<file path="config.mk">
export PLATFORM = sky130hd
export DESIGN_NAME = urv_mem_arbiter_flat
export DESIGN_NICKNAME = d
export VERILOG_FILES = /design/src/rtl/urv_arb_pkg.sv /design/src/rtl/urv_mem_arbiter_if.sv /design/src/rtl/urv_arb_burst_cnt.sv /design/src/rtl/urv_mem_arbiter.sv /design/src/flat_wrapper.sv
export SDC_FILE = /design/constraint.sdc
export NUM_CORES = 1
export LEC_CHECK = 0
export CAP_MARGIN = 5
export CORE_ASPECT_RATIO = 1.4
export CORE_MARGIN = 5
export CORE_UTILIZATION = 34
export CTS_BUF_LIST = sky130_fd_sc_hd__clkbuf_8
export DETAILED_ROUTE_END_ITERATION = 10
export GPL_ROUTABILITY_DRIVEN = 0
export HOLD_SLACK_MARGIN = 0.1
export PLACE_DENSITY = 0.81
export SLEW_MARGIN = 0
export SYNTH_ARGS = -nofsm -noshare
export SYNTH_HDL_FRONTEND = slang
export SYNTH_SLANG_ARGS = --single-unit
</file>
<file path="constraint.sdc">
create_clock -name clk_i -period 2.5 [get_ports clk_i]
set_input_delay 0.5 -clock clk_i [delete_from_list [all_inputs] [get_ports clk_i]]
set_output_delay 0.5 -clock clk_i [all_outputs]
set_load 0.02 [all_outputs]
</file>
<file path="src/rtl/urv_arb_pkg.sv">
// Shared types for the uRV fetch/data RAM arbiter.
// Grant and state encodings travel down the return pipeline.
package urv_arb_pkg;

    typedef enum logic [1:0] {
        IDLE    = 2'd0,
        LD_WAIT = 2'd1,
        ST_DONE = 2'd2
    } state_t;

    typedef enum logic [1:0] {
        GNT_FETCH = 2'd0,
        GNT_LOAD  = 2'd1,
        GNT_STORE = 2'd2
    } grant_t;

    // Done strobes are exactly one cycle; this is their register width.
    localparam int unsigned DONE_PULSE_W = 1;

    // Wide enough for the largest legal MAX_DATA_BURST (15).
    localparam int unsigned BURST_CNT_W = 4;

endpackage

</file>
<file path="src/rtl/urv_mem_arbiter_if.sv">
// CPU-side and RAM-side signal bundle of the fetch/data RAM arbiter.
// slave = arbiter view, master = CPU plus RAM environment view.
interface urv_mem_arbiter_if #(
    parameter int unsigned ADDR_WIDTH = 14
);
    logic [31:0]           im_addr_i;
    logic [31:0]           im_data_o;
    logic                  im_valid_o;

    logic [31:0]           dm_addr_i;
    logic [31:0]           dm_data_s_i;
    logic [3:0]            dm_data_select_i;
    logic                  dm_load_i;
    logic                  dm_store_i;
    logic [31:0]           dm_data_l_o;
    logic                  dm_load_done_o;
    logic                  dm_store_done_o;
    logic                  dm_ready_o;

    logic [ADDR_WIDTH-1:0] ram_addr_o;
    logic [31:0]           ram_wdata_o;
    logic [3:0]            ram_we_o;
    logic [31:0]           ram_rdata_i;

    modport slave (
        input  im_addr_i, dm_addr_i, dm_data_s_i, dm_data_select_i,
               dm_load_i, dm_store_i, ram_rdata_i,
        output im_data_o, im_valid_o, dm_data_l_o, dm_load_done_o,
               dm_store_done_o, dm_ready_o, ram_addr_o, ram_wdata_o, ram_we_o
    );

    modport master (
        output im_addr_i, dm_addr_i, dm_data_s_i, dm_data_select_i,
               dm_load_i, dm_store_i, ram_rdata_i,
        input  im_data_o, im_valid_o, dm_data_l_o, dm_load_done_o,
               dm_store_done_o, dm_ready_o, ram_addr_o, ram_wdata_o, ram_we_o
    );

endinterface

</file>
<file path="src/rtl/urv_arb_burst_cnt.sv">
// Saturating count of consecutive data grants; at_max forces a fetch slot.
// Zero latency on o_at_max; no backpressure, updates every cycle.
module urv_arb_burst_cnt
    import urv_arb_pkg::*;
#(
    parameter int unsigned MAX = 4
) (
    input  logic i_clk,
    input  logic i_rst_n,
    input  logic i_inc,
    input  logic i_clr,
    output logic o_at_max
);

    localparam logic [BURST_CNT_W-1:0] LP_MAX = BURST_CNT_W'(MAX);

    logic [BURST_CNT_W-1:0] r_cnt;

    always_ff @(posedge i_clk or negedge i_rst_n) begin
        if (!i_rst_n) begin
            r_cnt <= '0;
        end else if (i_clr) begin
            r_cnt <= '0;
        end else if (i_inc && (r_cnt != LP_MAX)) begin
            r_cnt <= r_cnt + 1'b1;
        end
    end

    assign o_at_max = (r_cnt == LP_MAX);

endmodule

</file>
<file path="src/rtl/urv_mem_arbiter.sv">
// Shares one sync-read RAM between uRV fetch and data ports; fetch/load 2 cycles, store done next cycle.
// Data requests are held until their done pulse; fetch takes every slot data does not.
module urv_mem_arbiter
    import urv_arb_pkg::*;
#(
    parameter int unsigned ADDR_WIDTH     = 14,
    parameter int unsigned MAX_DATA_BURST = 4
) (
    input  logic             clk_i,
    input  logic             rst_n_i,
    urv_mem_arbiter_if.slave bus
);

    state_t                  r_state;
    logic                    r_ready;
    logic                    r_s1_vld;
    grant_t                  r_s1_gnt;
    logic [ADDR_WIDTH-1:0]   r_fa_q;
    logic [31:0]             r_im_data;
    logic                    r_im_valid;
    logic [31:0]             r_dm_data_l;
    logic [DONE_PULSE_W-1:0] r_ld_done;
    logic [DONE_PULSE_W-1:0] r_st_done;

    grant_t                  w_gnt;
    logic                    w_data_req;
    logic                    w_data_gnt;
    logic                    w_at_max;
    logic [ADDR_WIDTH-1:0]   w_im_word;
    logic [ADDR_WIDTH-1:0]   w_dm_word;
    logic                    w_unused_bits;

    assign w_im_word = bus.im_addr_i[ADDR_WIDTH+1:2];
    assign w_dm_word = bus.dm_addr_i[ADDR_WIDTH+1:2];

    // Byte offset and address bits above the RAM wrap are don't-care.
    assign w_unused_bits = ^{bus.im_addr_i[31:ADDR_WIDTH+2], bus.im_addr_i[1:0],
                             bus.dm_addr_i[31:ADDR_WIDTH+2], bus.dm_addr_i[1:0]};

    // A store wins over a simultaneous (illegal) load.
    always_comb begin
        w_data_req = bus.dm_load_i | bus.dm_store_i;
        w_data_gnt = w_data_req && (r_state == IDLE) && !w_at_max;
        w_gnt      = GNT_FETCH;
        if (w_data_gnt) begin
            w_gnt = bus.dm_store_i ? GNT_STORE : GNT_LOAD;
        end
    end

    urv_arb_burst_cnt #(
        .MAX (MAX_DATA_BURST)
    ) u_burst_cnt (
        .i_clk    (clk_i),
        .i_rst_n  (rst_n_i),
        .i_inc    (w_data_gnt),
        .i_clr    (!w_data_gnt),
        .o_at_max (w_at_max)
    );

    // RAM port is quiet while reset is held.
    assign bus.ram_addr_o  = !rst_n_i ? '0
                           : (w_gnt == GNT_FETCH) ? w_im_word : w_dm_word;
    assign bus.ram_we_o    = (rst_n_i && (w_gnt == GNT_STORE)) ? bus.dm_data_select_i : 4'h0;
    assign bus.ram_wdata_o = (rst_n_i && (w_gnt == GNT_STORE)) ? bus.dm_data_s_i : 32'h0;

    always_ff @(posedge clk_i or negedge rst_n_i) begin
        if (!rst_n_i) begin
            r_state <= IDLE;
            r_ready <= 1'b0;
        end else begin
            unique case (r_state)
                IDLE: begin
                    if (w_gnt == GNT_STORE) begin
                        r_state <= ST_DONE;
                        r_ready <= 1'b0;
                    end else if (w_gnt == GNT_LOAD) begin
                        r_state <= LD_WAIT;
                        r_ready <= 1'b0;
                    end else begin
                        r_ready <= 1'b1;
                    end
                end
                LD_WAIT: begin
                    r_state <= ST_DONE;
                    r_ready <= 1'b0;
                end
                ST_DONE: begin
                    r_state <= IDLE;
                    r_ready <= 1'b1;
                end
                default: begin
                    r_state <= IDLE;
                    r_ready <= 1'b1;
                end
            endcase
        end
    end

    // Stage 1 remembers what was issued; stage 2 captures the RAM word.
    always_ff @(posedge clk_i or negedge rst_n_i) begin
        if (!rst_n_i) begin
            r_s1_vld    <= 1'b0;
            r_s1_gnt    <= GNT_FETCH;
            r_fa_q      <= '0;
            r_im_data   <= '0;
            r_im_valid  <= 1'b0;
            r_dm_data_l <= '0;
            r_ld_done   <= '0;
            r_st_done   <= '0;
        end else begin
            r_s1_vld  <= 1'b1;
            r_s1_gnt  <= w_gnt;
            r_st_done <= {DONE_PULSE_W{w_gnt == GNT_STORE}};
            if (w_gnt == GNT_FETCH) begin
                r_fa_q <= w_im_word;
            end

            // A PC change between issue and capture makes the word stale.
            if (r_s1_vld && (r_s1_gnt == GNT_FETCH)) begin
                r_im_data  <= bus.ram_rdata_i;
                r_im_valid <= (r_fa_q == w_im_word);
            end else begin
                r_im_valid <= 1'b0;
            end

            if (r_s1_vld && (r_s1_gnt == GNT_LOAD)) begin
                r_dm_data_l <= bus.ram_rdata_i;
                r_ld_done   <= '1;
            end else begin
                r_ld_done   <= '0;
            end
        end
    end

    assign bus.im_data_o       = r_im_data;
    assign bus.im_valid_o      = r_im_valid;
    assign bus.dm_data_l_o     = r_dm_data_l;
    assign bus.dm_load_done_o  = |r_ld_done;
    assign bus.dm_store_done_o = |r_st_done;
    assign bus.dm_ready_o      = r_ready;

    a_no_dual_req: assert property (@(posedge clk_i) disable iff (!rst_n_i)
                                    !(bus.dm_load_i && bus.dm_store_i));

endmodule

</file>
<file path="src/flat_wrapper.sv">
// flat-port wrapper written by rule: the top's interface ports become plain ports
module urv_mem_arbiter_flat import urv_arb_pkg::*;
#(
    parameter int unsigned ADDR_WIDTH     = 14,
    parameter int unsigned MAX_DATA_BURST = 4
)
  (clk_i, rst_n_i, bus_im_addr_i, bus_dm_addr_i, bus_dm_data_s_i, bus_dm_data_select_i, bus_dm_load_i, bus_dm_store_i, bus_ram_rdata_i, bus_im_data_o, bus_im_valid_o, bus_dm_data_l_o, bus_dm_load_done_o, bus_dm_store_done_o, bus_dm_ready_o, bus_ram_addr_o, bus_ram_wdata_o, bus_ram_we_o);
  urv_mem_arbiter_if #(.ADDR_WIDTH(ADDR_WIDTH)) bus_i ();
  input  logic clk_i;
  input  logic rst_n_i;
  input wire logic [$bits(bus_i.im_addr_i)-1:0] bus_im_addr_i;
  input wire logic [$bits(bus_i.dm_addr_i)-1:0] bus_dm_addr_i;
  input wire logic [$bits(bus_i.dm_data_s_i)-1:0] bus_dm_data_s_i;
  input wire logic [$bits(bus_i.dm_data_select_i)-1:0] bus_dm_data_select_i;
  input wire logic [$bits(bus_i.dm_load_i)-1:0] bus_dm_load_i;
  input wire logic [$bits(bus_i.dm_store_i)-1:0] bus_dm_store_i;
  input wire logic [$bits(bus_i.ram_rdata_i)-1:0] bus_ram_rdata_i;
  output wire logic [$bits(bus_i.im_data_o)-1:0] bus_im_data_o;
  output wire logic [$bits(bus_i.im_valid_o)-1:0] bus_im_valid_o;
  output wire logic [$bits(bus_i.dm_data_l_o)-1:0] bus_dm_data_l_o;
  output wire logic [$bits(bus_i.dm_load_done_o)-1:0] bus_dm_load_done_o;
  output wire logic [$bits(bus_i.dm_store_done_o)-1:0] bus_dm_store_done_o;
  output wire logic [$bits(bus_i.dm_ready_o)-1:0] bus_dm_ready_o;
  output wire logic [$bits(bus_i.ram_addr_o)-1:0] bus_ram_addr_o;
  output wire logic [$bits(bus_i.ram_wdata_o)-1:0] bus_ram_wdata_o;
  output wire logic [$bits(bus_i.ram_we_o)-1:0] bus_ram_we_o;
  assign bus_i.im_addr_i = bus_im_addr_i;
  assign bus_i.dm_addr_i = bus_dm_addr_i;
  assign bus_i.dm_data_s_i = bus_dm_data_s_i;
  assign bus_i.dm_data_select_i = bus_dm_data_select_i;
  assign bus_i.dm_load_i = bus_dm_load_i;
  assign bus_i.dm_store_i = bus_dm_store_i;
  assign bus_i.ram_rdata_i = bus_ram_rdata_i;
  assign bus_im_data_o = bus_i.im_data_o;
  assign bus_im_valid_o = bus_i.im_valid_o;
  assign bus_dm_data_l_o = bus_i.dm_data_l_o;
  assign bus_dm_load_done_o = bus_i.dm_load_done_o;
  assign bus_dm_store_done_o = bus_i.dm_store_done_o;
  assign bus_dm_ready_o = bus_i.dm_ready_o;
  assign bus_ram_addr_o = bus_i.ram_addr_o;
  assign bus_ram_wdata_o = bus_i.ram_wdata_o;
  assign bus_ram_we_o = bus_i.ram_we_o;
  urv_mem_arbiter #(.ADDR_WIDTH(ADDR_WIDTH), .MAX_DATA_BURST(MAX_DATA_BURST)) u_core (.clk_i(clk_i), .rst_n_i(rst_n_i), .bus(bus_i));
endmodule
</file>
Yosys cells after proc, flatten, opt, wreduce, memory -nomap -nowiden. Cells that the tools add are included.

$add $sub $neg: 1. Shift operators: 0. Reduce and logical (&&, ||, !) cells: 10. Magnitude comparators: 0. Muxes and demuxes: 16. Div/mod/pow operators: 0. Multipliers: 0. Bitwise operators: 1. Equal/unequal tests: 9.

Operators with widths (number): $mux 32 (1); $mux 14 (2); $eq 14x14->1 (1); $mux 4 (3); $mux 2 (4); $eq 2x1->1 const B (3); $logic_and 1x1->1 (6); $logic_not 2->1 (3); $add 4x1->4 const B (1); $eq 4x3->1 const B (1); $mux 1 (4); $ne 4x3->1 const B (1); $pmux 2 s2 (1); $ne 3x3->1 const B (1); $eq 2x2->1 const B (1); $ne 2x1->1 const B (1); $pmux 1 s2 (1); $logic_not 1->1 (1); $or 1x1->1 (1).

Flip-flop bits (word level): 91. Word-level logic and storage cells: 48. Memories: 0. ROM bits: 0. Input port bits: 136. Bits in latches: 0. Bits in writable memories: 0. Output and inout bits: 118.

Depth between registers and ports, before layout.
Depth after elaboration: 8. Depth in mapped cells: 9. Mapped depth without buffers: 8.

Hierarchy. From an unflattened synthesis, not the netlist that was laid out.

Cell total of the unflattened synthesis: 396. Area total of the unflattened synthesis: 3986.3 µm².

Modules (own cells, without submodules): urv_mem_arbiter (times used 1, sequential area each 2152.1 µm², area an instance 3752.3 µm², cells each 372); urv_arb_burst_cnt (times used 1, sequential area each 100.1 µm², area an instance 234.0 µm², cells each 24).

Least setup slack after synthesis. OpenSTA, ideal clock, no wires.

Path kind: register to output. Start point: reg u_core.u_burst_cnt.r_cnt[0]. End point: out bus_ram_addr_o[0]. Path slack: -0.540 ns. Data arrival time: 2.540 ns. Buffers on the path: 1. Stages on the path, launching flop included: 10. Required time: 2.000 ns. Path through: dfrtp_1 inv_1 ha_1 a311oi_2 o21ai_0 or2_2 ha_1 clkbuf_1 nand2b_1 a21boi_0.

Cells in the longest elaborated chain, start to end: 7.

Ends and longest elaborated chain: from (decl) (RTL line urv_arb_burst_cnt.sv:17) `logic [BURST_CNT_W-1:0] r_cnt;`; from (signal assigned) (RTL line urv_arb_burst_cnt.sv:25) `r_cnt <= r_cnt + 1'b1;`; $eq 4x3->1 (RTL line urv_arb_burst_cnt.sv:29) `assign o_at_max = (r_cnt == LP_MAX);`; $logic_not 1->1 (RTL line urv_mem_arbiter.sv:43) `w_data_gnt = w_data_req && (r_state == IDLE) && !w_at_max;`; $logic_and 1x1->1 (RTL line urv_mem_arbiter.sv:43); $mux 2 (RTL line urv_mem_arbiter.sv:45) `if (w_data_gnt) begin`; $logic_not 2->1 (RTL line urv_mem_arbiter.sv:62) `: (w_gnt == GNT_FETCH) ? w_im_word : w_dm_word;`; $mux 14 (RTL line urv_mem_arbiter.sv:62); $mux 14 (RTL line urv_mem_arbiter.sv:61) `assign bus.ram_addr_o = !rst_n_i ? '0`; to (decl) (RTL line flat_wrapper.sv:24) `output wire logic [$bits(bus_i.ram_addr_o)-1:0] bus_ram_addr_o;`.

No other way between the ends.

Worst setup path after layout.
Start point: reg u_core.u_burst_cnt.r_cnt[0]. End point: out bus_ram_addr_o[6].

The elaborated chain is that of the path after synthesis.

==> out/qor.yml <==
clocking:
  worst_skew_pair.late_latency_ns: 0.35
  numCtsBuffers: 9
  cts_max_path_buffers: 2
  clockRootBuffer: "clkbuf_8"
  clkTransAtPathRegs_ns: 0.09
  h-tree-depth: 3
  clock_sinks: 91
  cts_hold_buffers: 0
  cts_tree: "built"
sta:
  hold_violations: 0
  rsz0062_at_grt: "yes"
  setup_viol: 50
  fin_ws_ns: -0.3688
  whs_ns: 0.4816
  fmax_ghz: 0.3486
  tightest_slew_ns: 0.7380
  relSlewSlack_pct: 50.80
  maxSlewViolCount: 0
  timing.final.crit_share_pct: 114.8
  fin_skew_ns: 0.007465
  period_minus_slack_ns: 2.869
yosys:
  yosys.area_share.simple_pct: 20.41
  syn_area_um2: 4053
  ys_top_cells_by_count: "nand2_1 (110), dfrtp_1 (91), and3_1 (36), mux2_2 (32), inv_1 (21)"
  synth_cell_types: 31
  synth_cells: 395
  synth_top_flop_cell: "dfrtp_1"
  synth_largest_area_cell: "dfrtp_1"
  async_flop_share_pct: 100.0
  synth_seq_cells: 91
  synth_top_family_by_area: "simple AND/OR/NAND/NOR gates"
  synthTopCellsByArea: "dfrtp_1 (56%), nand2_1 (10%), mux2_2 (8.9%)"
  synth_xor_area_share_pct: 3.458
  syn_avg_cell_area_um2: 10.26
  synth_mux_area_share_pct: 8.892
  synth_edf_count: 0
  synth_compound_area_share_pct: 5.125
  ys_seq_area_share_pct: 56.19
  yosys.area.top_type_share_pct: 56.19
  synth_nets: 534
  synth_fa_ha_area_share_pct: 0.9262
  yosysMostFrequentCell: "nand2_1"
  ys_warn_count: 0
routing:
  dr.first_iter.drc_count: 123
  viasPerCell: 4.714
  drcViolationCount: 0
  vias: 3743
  wl_per_cell_um: 16.25
  drtPass1Iterations: 4
  antenna_left: 0
  routed_wl_um: 12900
global_route:
  use_met1_pct: 19.54
  antenna_found_initial: 0
  met2_usage_pct: 34.22
  track_usage_pct: 18.60
  grt_pass1_vias: 4213
  grt-ovfl-total: 0
  grt_pass1_wl_um: 20780
  met3_usage_pct: 3.775
  grt_max_degree: 60
  top_usage_layer: "met2"
setup_path:
  worstSetupPathType: "reg2out"
  cp.arrival_ns: 2.37
  cp_cell_sequence: "inv_1 -> ha_2 -> a311oi_4 -> buf_4 -> nand2_2 -> buf_4 -> ha_4 -> buf_6 -> nand2b_4 -> a21boi_2 -> buf_6"
  required_ns: 2.00
  crit_path_start_kind: "register"
  cp_max_fo: 7
  cp_slowest_cell: "dfrtp_1"
  cp-end-kind: "primary output"
  max_stage_delay_ns: 0.37
final_layout:
  syn_to_final_growth_pct: 75.18
  layout.nets: 782
  final_cells: 794
  n_fill_cell: 958
  diodes: 0
  drive_gt1_share_pct: 28.13
pwr:
  ir_drop_mv: 0.4415
  cellPowerDensity_nw_per_um2: 1118
  leakagePower_nw: 3.399
floorplanning:
  dieArea_um2: 14230
  row_count: 47
  die_h_um: 139.2
  floorplan.initialDensity_pct: 34.46
  die_w_um: 102.3
  core_um2: 11760
  ios: 254
placement:
  io_buffer_count: 217
  dpl.hpwl_um: 9328
  dp.cells: 755
job:
  maxCapViolCount: 0
worst_hold_path:
  hold_class: "reg2reg"
outcome:
  violations: "setup timing"
  status: "finished with violations"
## cells in the final DEF, fill, tap and decap left out, types with 2 or more instances in the layout
cell and instances:
clkbuf_8 9, nand2_1 103, nand2_2 6, nand2b_4 10, clkdlybuf4s50_1 166, inv_1 22, clkinv_2 3, dfrtp_1 91
nand2b_1 4, buf_6 44, inv_6 2, and3_1 36, a21boi_2 14, nor2_2 3, nand2_4 2, nand4_1 2
o21ai_0 14, nor4_1 2, xor2_1 9, mux2_2 32, xnor2_1 7, buf_4 45
## report_power, final
group,total (W),switching [W],internal [W]
logic,0.00444,0.00211,0.00233
registers,0.00255,0.000395,0.00216
clock network,0.000944,0.000492,0.000452
total,0.00794,0.00300,0.00494
## sequential cells by signal, summed over array words and instances, names as in the netlist
register and count:
u_core.bus.dm_store_done_o 1, u_core.bus.dm_data_l_o 32, u_core.bus.dm_load_done_o 1, u_core.bus.dm_ready_o 1
u_core.bus.im_valid_o 1, u_core.u_burst_cnt.r_cnt 4, u_core.r_fa_q 14, u_core.r_s1_gnt 2
u_core.bus.im_data_o 32, u_core.r_state 2, u_core.r_s1_vld 1
## path summary, 6_finish.rpt
kind                                          endpoint  cells after the start                   startpoint  slack, ns
max                                  bus_ram_addr_o[6]                     11  u_core.u_burst_cnt.r_cnt[0]      -0.37
min                         u_core.bus.dm_data_l_o[12]                      2   u_core.bus.dm_data_l_o[12]       0.48
max reg2reg                u_core.u_burst_cnt.r_cnt[3]                     15  u_core.u_burst_cnt.r_cnt[0]       0.07
min reg2reg                 u_core.bus.dm_data_l_o[12]                      2   u_core.bus.dm_data_l_o[12]       0.48
max in group asynchronous     u_core.bus.im_data_o[15]                      2                      rst_n_i       1.36
min in group asynchronous              u_core.r_s1_vld                      2                      rst_n_i       0.52
## worst max-delay path: cells and delay by family (launching register included)
family / cells / cell delay [ns]
AOI/OAI and AO/OA: 2 / 0.42
adders and majority gates: 2 / 0.38
and+or+nand+nor: 2 / 0.20
DFF: 1 / 0.37
buffers and inverters: 5 / 0.64
## area by class of cell
| class | instances | area, µm² | share of cell area [%] |
|---|---|---|---|
| Clock buffer | 9 | 123.9 | 1.745 |
| Timing Repair Buffer | 259 | 2590 | 36.48 |
| Multi-Input combinational cell | 260 | 1779 | 25.06 |
| Clock inverter | 6 | 57.56 | 0.8107 |
| Tap cell | 147 | 183.9 | 2.591 |
| Sequential cell | 91 | 2277 | 32.08 |
| Inverter | 22 | 87.58 | 1.234 |
## metal layers
metal	up-vias	share of wire, %
met4	0	3.0
met3	29	6.7
met5	-	0
met1	1783	35
met2	162	55
li1	1769	-
## kinds of logic (layout without fill, tap and decap cells)
logic type	Yosys count	in the layout
AND/OR/NAND/NOR	176	176
flip-flops	91	91
buffers and inverters	44	296
AO/OA/AOI/OAI	32	32
multiplexers	32	32
XOR/XNOR	16	16
adder cells (fa/ha/maj)	3	3
other	1	1
## per-stage QoR
stage / setup slack [ns] / cell area, µm² / setup TNS (ns) / utilization, % / power (W)
after floorplan: 0.03999 / 4128 / 0 / - / 0.004569
after CTS: -0.4576 / 6997 / -10.14 / 59.49 / 0.007929
final: -0.3688 / 7099 / -8.533 / 60.36 / 0.007935
after global routing: -0.4705 / 7099 / -13.91 / 60.36 / 0.008445
after detailed placement: -0.5806 / 6501 / -21.35 / 55.28 / 0.006483
after global placement: -0.5809 / 6501 / -21.06 / 55.28 / 0.006352
## timing repair
action | in CTS | in global routing
setup buffers | 22 | 5
pin swaps | 11 | 12
gates cloned | 2 | 0
gates resized for setup | 305 | 24
endpoints found under the setup margin | 50 | 55
Power figures use the tool's default switching activity.
